==> src/rtl/smp_coh_pkg.sv <==
// Shared widths, block-state and snoop FSM encodings for the SMP coherence snoop path.
package smp_coh_pkg;

    localparam int unsigned ADDR_W    = 11;
    localparam int unsigned INDEX_W   = 5;
    localparam int unsigned OFF_W     = 2;
    localparam int unsigned DATA_W    = 16;
    localparam int unsigned TAG_W     = ADDR_W - INDEX_W - OFF_W;
    localparam int unsigned BLK_WORDS = 2 ** OFF_W;
    localparam int unsigned BLK_W     = ADDR_W - OFF_W;

    typedef enum logic [1:0] {
        INV = 2'd0,
        SHR = 2'd1,
        MOD = 2'd2
    } blk_state_t;

    typedef enum logic [2:0] {
        ST_IDLE, ST_WAIT_TAG, ST_LOOKUP, ST_EVAL,
        ST_WB_RD, ST_WB_SEND, ST_UPDATE, ST_DONE
    } snoop_fsm_t;

endpackage

==> src/rtl/snoop_wb_seq.sv <==
// Block writeback sequencer: walks the beat counter through dmem read / bus send pairs.
module snoop_wb_seq
    import smp_coh_pkg::*;
(
    input  logic              clk,
    input  logic              rst_n,
    input  logic              start_i,
    input  logic [BLK_W-1:0]  blk_i,
    output logic              done_c,
    output logic              dmem_re_o,
    output logic [ADDR_W-1:0] dmem_raddr_o,
    input  logic [DATA_W-1:0] dmem_rdata_i,
    output logic              wb_valid_o,
    output logic [ADDR_W-1:0] wb_addr_o,
    output logic [DATA_W-1:0] wb_data_o,
    input  logic              wb_ready_i
);

    typedef enum logic [1:0] {WS_IDLE, WS_RD, WS_SEND} wb_phase_t;

    wb_phase_t         phase_q, phase_d;
    logic [OFF_W-1:0]  beat_q, beat_d;
    logic              last_c;
    logic              first_q;
    logic              dmem_re_q, wb_valid_q;
    logic [ADDR_W-1:0] dmem_raddr_q, wb_addr_q;
    logic [DATA_W-1:0] wb_data_q;

    assign last_c = (beat_q == OFF_W'(BLK_WORDS - 1));
    assign done_c = (phase_q == WS_SEND) && wb_ready_i && last_c;

    always_comb begin
        phase_d = phase_q;
        beat_d  = beat_q;
        case (phase_q)
            WS_IDLE: if (start_i) begin
                phase_d = WS_RD;
                beat_d  = '0;
            end
            WS_RD:   phase_d = WS_SEND;
            WS_SEND: if (wb_ready_i) begin
                if (last_c) begin
                    phase_d = WS_IDLE;
                end else begin
                    phase_d = WS_RD;
                    beat_d  = OFF_W'(beat_q + 1'b1);
                end
            end
            default: phase_d = WS_IDLE;
        endcase
    end

    always_ff @(posedge clk or negedge rst_n) begin
        if (!rst_n) begin
            phase_q      <= WS_IDLE;
            beat_q       <= '0;
            first_q      <= 1'b0;
            dmem_re_q    <= 1'b0;
            dmem_raddr_q <= '0;
            wb_valid_q   <= 1'b0;
            wb_addr_q    <= '0;
            wb_data_q    <= '0;
        end else begin
            phase_q      <= phase_d;
            beat_q       <= beat_d;
            first_q      <= (phase_q == WS_RD);
            dmem_re_q    <= (phase_d == WS_RD);
            dmem_raddr_q <= (phase_d == WS_RD) ? {blk_i, beat_d} : '0;
            wb_valid_q   <= (phase_d == WS_SEND);
            if (phase_d != WS_SEND) begin
                wb_addr_q <= '0;
                wb_data_q <= '0;
            end else if (phase_q == WS_RD) begin
                wb_addr_q <= {blk_i, beat_q};
            end else if (first_q) begin
                wb_data_q <= dmem_rdata_i;
            end
        end
    end

    // Read data lands in the first send cycle; the holding register keeps it stable through stalls.
    assign wb_data_o    = first_q ? dmem_rdata_i : wb_data_q;
    assign dmem_re_o    = dmem_re_q;
    assign dmem_raddr_o = dmem_raddr_q;
    assign wb_valid_o   = wb_valid_q;
    assign wb_addr_o    = wb_addr_q;

endmodule

==> src/rtl/snoop_responder.sv <==
// Per-CPU bus snoop responder: tag lookup, Modified-block flush, local state downgrade/invalidate.
// Optional hit/writeback statistics counters are built when SNOOP_STATS_EN is defined.
module snoop_responder
    import smp_coh_pkg::*;
(
    input  logic               clk,
    input  logic               rst_n,
    input  logic [ADDR_W-1:0]  bus_addr_in,
    input  logic               bus_search,
    input  logic               bus_invalidate,
    output logic               search_found,
    output logic               snoop_busy,
    output logic               snoop_done,
    output logic               overrun_err,
    input  logic               cpu_tag_busy,
    output logic               tag_re,
    output logic [INDEX_W-1:0] tag_idx,
    input  logic [TAG_W-1:0]   tag_rd_tag,
    input  logic [1:0]         tag_rd_state,
    output logic               tag_we,
    output logic [1:0]         tag_wr_state,
    output logic               dmem_re,
    output logic [ADDR_W-1:0]  dmem_raddr,
    input  logic [DATA_W-1:0]  dmem_rdata,
    output logic               wb_valid,
    output logic [ADDR_W-1:0]  wb_addr,
    output logic [DATA_W-1:0]  wb_data,
`ifdef SNOOP_STATS_EN
    output logic [15:0]        hit_cnt,
    output logic [15:0]        wb_cnt,
`endif
    input  logic               wb_ready
);

    snoop_fsm_t         state_q, state_d;
    logic [ADDR_W-1:0]  addr_q, addr_d;
    logic               inv_q, inv_d;
    logic               req_c, hit_c, wb_start_c, wb_done_c;
    logic               tag_re_q, tag_we_q, snoop_busy_q, snoop_done_q, overrun_q;
    logic [INDEX_W-1:0] tag_idx_q;
    blk_state_t         tag_wr_state_q;

    assign req_c      = bus_search | bus_invalidate;
    // Encoding 3 is not SHR/MOD, so it falls out as a miss.
    assign hit_c      = (state_q == ST_EVAL)
                      && ((tag_rd_state == SHR) || (tag_rd_state == MOD))
                      && (tag_rd_tag == addr_q[ADDR_W-1 -: TAG_W]);
    assign wb_start_c = hit_c && (tag_rd_state == MOD);

    always_comb begin
        state_d = state_q;
        addr_d  = addr_q;
        inv_d   = inv_q;
        case (state_q)
            ST_IDLE: if (req_c) begin
                addr_d  = bus_addr_in;
                inv_d   = bus_invalidate;
                state_d = cpu_tag_busy ? ST_WAIT_TAG : ST_LOOKUP;
            end
            ST_WAIT_TAG: if (!cpu_tag_busy) state_d = ST_LOOKUP;
            ST_LOOKUP:   state_d = ST_EVAL;
            ST_EVAL: begin
                if (!hit_c)          state_d = ST_DONE;
                else if (wb_start_c) state_d = ST_WB_RD;
                else if (inv_q)      state_d = ST_UPDATE;
                else                 state_d = ST_DONE;
            end
            ST_WB_RD:    state_d = ST_WB_SEND;
            ST_WB_SEND: begin
                if (wb_done_c)     state_d = ST_UPDATE;
                else if (wb_ready) state_d = ST_WB_RD;
            end
            ST_UPDATE:   state_d = ST_DONE;
            ST_DONE:     state_d = ST_IDLE;
            default:     state_d = ST_IDLE;
        endcase
    end

    always_ff @(posedge clk or negedge rst_n) begin
        if (!rst_n) begin
            state_q        <= ST_IDLE;
            addr_q         <= '0;
            inv_q          <= 1'b0;
            tag_re_q       <= 1'b0;
            tag_we_q       <= 1'b0;
            tag_idx_q      <= '0;
            tag_wr_state_q <= INV;
            snoop_busy_q   <= 1'b0;
            snoop_done_q   <= 1'b0;
            overrun_q      <= 1'b0;
        end else begin
            state_q        <= state_d;
            addr_q         <= addr_d;
            inv_q          <= inv_d;
            tag_re_q       <= (state_d == ST_LOOKUP);
            tag_we_q       <= (state_d == ST_UPDATE);
            tag_idx_q      <= ((state_d == ST_LOOKUP) || (state_d == ST_UPDATE))
                              ? addr_d[OFF_W +: INDEX_W] : '0;
            tag_wr_state_q <= ((state_d == ST_UPDATE) && !inv_d) ? SHR : INV;
            snoop_busy_q   <= (state_d != ST_IDLE);
            snoop_done_q   <= (state_d == ST_DONE);
            if (req_c && (state_q != ST_IDLE)) overrun_q <= 1'b1;
        end
    end

    snoop_wb_seq u_wb_seq (
        .clk          (clk),
        .rst_n        (rst_n),
        .start_i      (wb_start_c),
        .blk_i        (addr_q[ADDR_W-1:OFF_W]),
        .done_c       (wb_done_c),
        .dmem_re_o    (dmem_re),
        .dmem_raddr_o (dmem_raddr),
        .dmem_rdata_i (dmem_rdata),
        .wb_valid_o   (wb_valid),
        .wb_addr_o    (wb_addr),
        .wb_data_o    (wb_data),
        .wb_ready_i   (wb_ready)
    );

    assign search_found = hit_c;
    assign snoop_busy   = snoop_busy_q;
    assign snoop_done   = snoop_done_q;
    assign overrun_err  = overrun_q;
    assign tag_re       = tag_re_q;
    assign tag_we       = tag_we_q;
    assign tag_idx      = tag_idx_q;
    assign tag_wr_state = tag_wr_state_q;

`ifdef SNOOP_STATS_EN
    logic [15:0] hit_cnt_q, wb_cnt_q;

    // Saturating event counters.
    always_ff @(posedge clk or negedge rst_n) begin
        if (!rst_n) begin
            hit_cnt_q <= '0;
            wb_cnt_q  <= '0;
        end else begin
            if (hit_c && (hit_cnt_q != 16'hFFFF)) hit_cnt_q <= hit_cnt_q + 16'd1;
            if ((state_q == ST_WB_SEND) && (state_d == ST_UPDATE) && (wb_cnt_q != 16'hFFFF))
                wb_cnt_q <= wb_cnt_q + 16'd1;
        end
    end

    assign hit_cnt = hit_cnt_q;
    assign wb_cnt  = wb_cnt_q;
`endif

endmodule
==> config.mk <==
export PLATFORM = sky130hd
export DESIGN_NAME = snoop_responder
export DESIGN_NICKNAME = d
export VERILOG_FILES = /design/src/rtl/smp_coh_pkg.sv /design/src/rtl/snoop_wb_seq.sv /design/src/rtl/snoop_responder.sv
export SDC_FILE = /design/constraint.sdc
export NUM_CORES = 1
export LEC_CHECK = 0
export CAP_MARGIN = 30
export CORE_MARGIN = 4
export CORE_UTILIZATION = 49
export DETAILED_ROUTE_END_ITERATION = 8
export HOLD_SLACK_MARGIN = 0.05
export PLACE_DENSITY_LB_ADDON = 0.05
export SLEW_MARGIN = 15
export SYNTH_ARGS = -nofsm -noshare
export SYNTH_HDL_FRONTEND = slang
export SYNTH_SLANG_ARGS = --single-unit
==> constraint.sdc <==
create_clock -name clk -period 4.5 [get_ports clk]
set_input_delay 0.9 -clock clk [delete_from_list [all_inputs] [get_ports clk]]
set_output_delay 0.9 -clock clk [all_outputs]
set_load 0.005 [all_outputs]
==> qor.yml, run 1 <==
setup_path:
  required_ps: 3600
  cp_num_buf_inv: 3
  worstSetupStartpointType: "input port"
  critPathMostFrequentCell: "clkdlybuf4s50_1"
  r2r.worst_path.cells: 4
  crit_chain: "clkdlybuf4s50_1 > inv_1 > ha_1 > nand2b_1 > nor3_1 > clkdlybuf4s50_1"
  crit_family: "buffers and inverters"
  crit_slowest_cell: "clkdlybuf4s50_1"
  r2r-end: "tag_idx[4]$_DFF_PN0_"
  r2r-start: "state_q[2]$_DFF_PN0_"
  worstPathArrival_ps: 2600
  r2r_slack_ps: 2330
  max_stage_delay_ps: 540
  cp_max_fo: 4
  cp-end-kind: "output port"
  worstSetupPathType: "input port to output port"
yosys:
  syn_nets: 252
  synth_async_sr_flop_share: 1.000
  synth_cell_type_count: 37
  seq_area_frac_synth: 0.6147
  avgSynthCellArea_um2: 13.25
  synth-seq-cells: 69
  synth_cells: 212
  synth_compound_area_frac: 0.1136
  synth_edf_count: 0
  synth_top_family_by_area: "compound AO/OA/AOI/OAI gates"
  yosys.area_share.simple: 0.1114
  synth_ff_type: "dfrtp_1"
  syn_area_um2: 2809
  yosys_warnings: 0
  synth-adder-area-share: 0.004454
  synth_mux_area_frac: 0.1038
  synth_xor_area_frac: 0.01871
final_layout:
  layout-drive-gt1-share: 0.1656
  n_antenna_cell: 0
  syn2layout_area_growth_pct: 41.07
  final_area_um2: 3963
  nets: 343
floorplan:
  die_w_um: 83.72
  core_area_um2: 5540
  initial_core_util: 0.5070
  die_area_um2: 7008
  ios: 92
  dieHeight_um: 83.72
  rows: 27
sta:
  period_needed_ps: 3498
  final-setup-viol-count: 0
  finClkSkew_ps: 8.659
  setup_tns_ps: 0
  drv_slew: 0
  period_share: 0.7773
  fin_ws_ps: 1002
  tightestPinTransition_ps: 815.9
  finalHoldViolations: 0
  fmax_mhz: 285.9
  relSlewSlack: 0.4550
  rsz0062_at_grt: "no"
place:
  placed_area_um2: 3762
  place_ws_ps: 969.3
  gp_congestion: 0.8000
  port_buffers: 88
  dp_hpwl_mm: 4.208
route:
  wl_per_cell_um: 15.34
  routed_via_density: 5.124
  drt_iter0_markers: 54
  firstDrtPassIters: 4
  drt-total-wl_mm: 5.830
  num_vias: 1947
  route.detailed.drc: 0
  ant_nets: 0
clock_tree:
  h-tree-depth: 3
  post-cts-setup-buffer-count: 0
  cts_resized: 0
  cts-root-buf: "clkbuf_8"
  cts.clk_slew.worst_paths_ps: 70
  clkLatencyLatePin_ps: 340
  postCtsHoldBufs: 0
  numCtsBuffers: 9
  clockBufferDepth: 2
  cts_tree: "yes"
  cts.sinks: 69
global_routing:
  grt_use_total: 0.1784
  grt_max_degree: 26
  grt_overflow: 0
  grt_pass1_vias: 2016
  grt_pass1_wl_mm: 9.873
  antenna_found_initial: 0
pwr:
  power-per-cell-area_nw_per_um2: 446.0
  p_leak_nw: 1.784
  peakVddDrop_mv: 0.3415
min_path:
  hold_path_class: "flip-flop to flip-flop"
  whs_path_depth: 1
  worstHoldEndpoint: "overrun_err$_DFFE_PN0P_"
  hold_path.startpoint: "overrun_err$_DFFE_PN0P_"
run_status:
  status: "finished clean"
run:
  drv_cap: 0
-- cells by family after synthesis --
group | count (synthesis)
simple gates | 52
flops | 69
xor+xnor | 6
other cells | 1
fa+ha+maj | 1
compound gates | 39
mux | 26
buf+inv | 18
-- through the flow --
step / instances / total power [mW] / util / hold WS (ps)
floorplan: 212 / 1.097 / - / 467.8
global placement: 363 / 1.279 / 0.6741 / 467.3
detailed placement: 364 / 1.291 / 0.6791 / 463.4
CTS: 380 / 1.793 / 0.7152 / 489.4
global route: 380 / 1.882 / 0.7152 / 509.5
finish: 380 / 1.767 / 0.7152 / 489.6
-- metal layers --
| layer | track usage | vias to the layer above | routed length (µm) |
|---|---|---|---|
| li1 | - | 932 | - |
| met1 | 0.2255 | 937 | 2609 |
| met2 | 0.2654 | 69 | 2657 |
| met3 | 0.08687 | 9 | 485 |
| met4 | 0.06579 | 0 | 77 |
| met5 | 0 | - | 0 |
-- cell type report --
class | instances | area, µm²
clock buffers | 10 | 137.6
clock inverters | 6 | 62.56
fillers | 413 | 1578
inverters | 6 | 22.52
multi-input cells | 125 | 997.2
flip-flops and latches | 69 | 1727
well taps | 72 | 90.09
repair buffers | 92 | 925.9
-- power by group --
| group | switching [mW] | internal [mW] | total [mW] |
|---|---|---|---|
| Combinational | 0.200 | 0.248 | 0.448 |
| Clock | 0.224 | 0.269 | 0.493 |
| Sequential | 0.0959 | 0.731 | 0.826 |
| Total | 0.520 | 1.25 | 1.77 |
-- synth_stat cells, types with 2 or more instances --
master | count | area (µm²)
nor2b_1 | 9 | 56.30
clkbuf_1 | 5 | 18.77
nor3_1 | 6 | 30.03
nor2_1 | 9 | 33.78
mux2_2 | 20 | 225.2
and2_1 | 10 | 62.56
mux2_1 | 5 | 56.30
o31ai_1 | 2 | 15.01
a22o_1 | 28 | 245.2
inv_1 | 6 | 22.52
nand2b_1 | 2 | 12.51
nand3_1 | 2 | 10.01
buf_4 | 3 | 22.52
nand2_1 | 3 | 11.26
or2_2 | 3 | 18.77
dfrtp_1 | 69 | 1727
xnor2_1 | 5 | 43.79
a21oi_1 | 4 | 20.02
buf_2 | 3 | 15.01
-- worst max-delay path by stage --
| stage | startpoint | to | slack [ps] | cells past startpoint |
|---|---|---|---|---|
| 6_report | tag_rd_state[0] | search_found | 1000 | 6 |
| 5_1_grt | tag_rd_state[0] | search_found | 930 | 6 |
| 4_1_cts | tag_rd_state[0] | search_found | 970 | 6 |
| 3_5_place_dp | tag_rd_state[0] | search_found | 970 | 6 |
| 3_3_place_gp | tag_rd_state[0] | search_found | 960 | 6 |
| 2_1_floorplan | tag_rd_state[0] | search_found | 2020 | 4 |
-- registers in the layout (all words and copies together) (netlist names) --
signal and count:
u_wb_seq.wb_addr_o 11, u_wb_seq.first_q 1, tag_idx 5, addr_q 9, u_wb_seq.phase_q 2, tag_re 1, overrun_err 1, state_q 3
snoop_busy 1, u_wb_seq.beat_q 2, snoop_done 1, inv_q 1, u_wb_seq.dmem_raddr_o 11, u_wb_seq.wb_data_q 16, u_wb_seq.dmem_re_o 1, u_wb_seq.wb_valid_o 1
tag_wr_state 1, tag_we 1
-- worst register-to-register path, delay by kind of cell, from the launching register on --
kind             cells  cell delay, ps
and+or+nand+nor      3            1170
DFF                  1             480
muxes                1             410
-- cell usage in the layout (no fill, tap or decap), types with 2 or more instances in the layout --
master,netlist,final
nor2_1,9,9
nor2b_1,9,7
o31ai_1,2,2
xnor2_1,5,5
dfrtp_1,69,69
clkbuf_8,0,10
nor3_1,6,6
nand2b_1,2,2
or2_2,3,3
clkinvlp_4,0,3
nand2_1,3,3
nand3_1,2,2
clkdlybuf4s50_1,0,87
nor2b_2,0,2
mux2_2,20,20
clkinv_2,0,2
buf_4,3,3
inv_1,6,6
a22o_1,28,28
a21oi_1,4,4
and2_1,10,10
mux2_1,5,5
Power figures use the tool's default switching activity.
==> inputs of run 2 (changes only) <==
--- a/config.mk
+++ b/config.mk
@@ -7,7 +7,7 @@
 export LEC_CHECK = 0
 export CAP_MARGIN = 30
 export CORE_MARGIN = 4
-export CORE_UTILIZATION = 49
+export CORE_UTILIZATION = 41
 export DETAILED_ROUTE_END_ITERATION = 8
 export HOLD_SLACK_MARGIN = 0.05
 export PLACE_DENSITY_LB_ADDON = 0.05
==> constraint.sdc (replaced) <==
create_clock -name clk -period 2.8 [get_ports clk]
set_input_delay 0.56 -clock clk [delete_from_list [all_inputs] [get_ports clk]]
set_output_delay 0.56 -clock clk [all_outputs]
set_load 0.005 [all_outputs]
==> run 2 against run 1 <==
Utilization fell by 10 points. Non-clock buffer count increased by 4. Critical path depth did not move. Die area increased by 18%. First-iteration DRC count increased by 9.3%. Setup slack worse by 540 ps. Critical endpoint unchanged. Highest routed layer unchanged.
==> qor.yml, run 2 (synthesis gave the netlist of run 1 again) <==
run_status:
  status: "finished clean"
sta:
  period_needed_ps: 2337
  setup_tns_ps: 0  # unchanged
  relSlewSlack: 0.4583  # +0.003383
  final-setup-viol-count: 0  # unchanged
  fmax_mhz: 427.9
  drv_slew: 0  # unchanged
  holdWs_ps: 176.7  # -312.9 ps
  period_share: 0.8347
  rsz0062_at_grt: "no"
  finalHoldViolations: 0  # unchanged
  finClkSkew_ps: 10.24  # +1.578 ps
  tightestPinTransition_ps: 808.8  # -7.057 ps
clock_tree:
  cts.sinks: 69  # unchanged
  numCtsBuffers: 9  # unchanged
  postCtsHoldBufs: 0  # unchanged
  cts-root-buf: "clkbuf_8"
  clkLatencyLatePin_ps: 330  # about the same
  cts.clk_slew.worst_paths_ps: 70  # about the same
  clockBufferDepth: 2  # unchanged
  cts_tree: "yes"
  h-tree-depth: 3  # unchanged
pwr:
  p_switching_mw: 0.8665  # +67%
  p_leak_nw: 1.814  # +1.7%
  power-per-cell-area_nw_per_um2: 723.9  # +62%
  p_int_mw: 2.019  # +62%
  power_frac_seq: 0.458  # -0.010
  pwr-share-comb: 0.260  # +0.006
  clockPowerShare: 0.281  # +0.002
  p_sw_frac: 0.3003  # +0.006038
  peakVddDrop_mv: 0.4286  # +26%
setup_path:
  cp_num_buf_inv: 3  # unchanged
  r2r_slack_ps: 940  # -1390 ps
  crit_family: "buffers and inverters"
  r2r-start: "addr_q[9]$_DFFE_PN0P_"
  cp-end-kind: "output port"
  r2r-end: "u_wb_seq.dmem_raddr_o[10]$_DFF_PN0_"
  worstSetupPathType: "input port to output port"
  worstPathArrival_ps: 1780  # -820 ps
  cp_max_fo: 2  # -2
  crit_slowest_cell: "clkdlybuf4s50_1"
  worstSetupStartpointType: "input port"
  required_ps: 2240  # -1360 ps
  max_stage_delay_ps: 450  # -90 ps
  r2r.worst_path.cells: 6  # +2
  crit_chain: "clkdlybuf4s50_1 > inv_1 > ha_1 > nand2b_1 > nor3_2 > dlymetal6s2s_1"
route:
  wl_per_cell_um: 15.99  # +4.3%
  ant_nets: 0  # unchanged
  drt-total-wl_mm: 6.222  # +6.7%
  firstDrtPassIters: 4  # unchanged
  route.detailed.drc: 0  # unchanged
  num_vias: 1963  # +0.82%
  drt_iter0_markers: 59  # +9.3%
  routed_via_density: 5.046  # -1.5%
final_layout:
  fin_util: 0.6138  # -0.1015
  nets: 347  # +1.2%
  top_register: "u_wb_seq.wb_data_q"
  mostFrequentLayoutCell: "clkdlybuf4s50_1"
  largest_register_ffs: 16  # unchanged
  n_antenna_cell: 0  # unchanged
  syn2layout_area_growth_pct: 41.92
  most-common-layout-cells: "clkdlybuf4s50_1, dfrtp_1, a22o_1"
  layout-drive-gt1-share: 0.1795  # +0.01390
floorplan:
  dieHeight_um: 90.77  # +8.4%
  ios: 92  # unchanged
  die_w_um: 90.77  # +8.4%
  core_area_um2: 6495  # +17%
  rows: 29  # +7.4%
  die_area_um2: 8239  # +18%
  initial_core_util: 0.4325  # -0.07452
global_routing:
  antenna_found_initial: 0  # unchanged
  grt_use_total: 0.1617  # -0.01674
  grt_overflow: 0  # unchanged
  grt_pass1_vias: 2127  # +5.5%
  grt_max_degree: 31  # +19%
  grt_pass1_wl_mm: 10.65  # +7.9%
min_path:
  hold_path_class: "input port to asynchronous set/reset pin"
place:
  gp_congestion: 0.7615  # -4.8%
  dp_hpwl_mm: 4.351  # +3.4%
  port_buffers: 88  # unchanged
run:
  drv_cap: 0  # unchanged
-- run 2: cell types whose count changed in the layout (fill, tap and decap cells not counted) --
cell / change
buf_16: -1
buf_4: +5
clkdlybuf4s50_1: -1
dlymetal6s2s_1: +1
nor3_1: -1
nor3_2: +1
-- run 2: per-stage QoR --
stage	setup WS [ps]	cell area, µm²	cells	power [mW]
2_1_floorplan	960.5	2809	212	1.764
3_3_place_gp	-17.19	3779	373	2.092
3_5_place_dp	8.257	3779	373	2.099
4_1_cts	0.1197	3979	389	2.919
5_1_grt	369.2	3986	389	3.082
6_report	462.9	3986	389	2.886
-- run 2: timing repair --
item | CTS | global route
hold endpoints to repair | 0 | 0
setup buffers | 0 | 0
setup endpoints to repair | 0 | 1
gates resized for setup | 0 | 2
-- run 2: worst max-delay path by stage --
stage,startpoint,endpoint,depth (start not counted)
global route,tag_rd_state[0],search_found,6
global placement,tag_rd_state[0],search_found,6
floorplan,tag_rd_state[0],tag_wr_state[0]$_DFF_PN0_,6
detailed placement,tag_rd_state[0],search_found,6
CTS,tag_rd_state[0],search_found,6
finish,tag_rd_state[0],search_found,6
-- run 2: power groups by stage --
stage / Sequential [mW] / Clock, mW / Combinational, mW
2_1_floorplan: 1.30 / 0 / 0.462
3_3_place_gp: 1.34 / 0 / 0.751
3_5_place_dp: 1.34 / 0 / 0.758
4_1_cts: 1.32 / 0.834 / 0.762
5_1_grt: 1.36 / 0.882 / 0.843
6_report: 1.32 / 0.812 / 0.751
-- run 2: area by class of cell --
cell class,instances,area (µm²)
Fill cell,535,2509
Sequential cell,69,1727
Multi-Input combinational cell,125,1002
Timing Repair Buffer,96,938.4
Clock buffer,10,137.6
Tap cell,77,96.34
Clock inverter,6,62.56
Inverter,6,22.52
-- run 2: metal layers --
layer  GRT usage  part of all wire
met3     0.04583             0.061
met5           0                 0
met1      0.2150              0.47
met2      0.2495              0.45
met4     0.06533             0.021
-- run 2: worst reg2reg max path: stages (launching register included) --
cell,delay [ps]
dfrtp_1,430
xnor2_1,190
nand3_2,150
buf_4,180
nor4_4,310
or2_1,360
and2_1,180
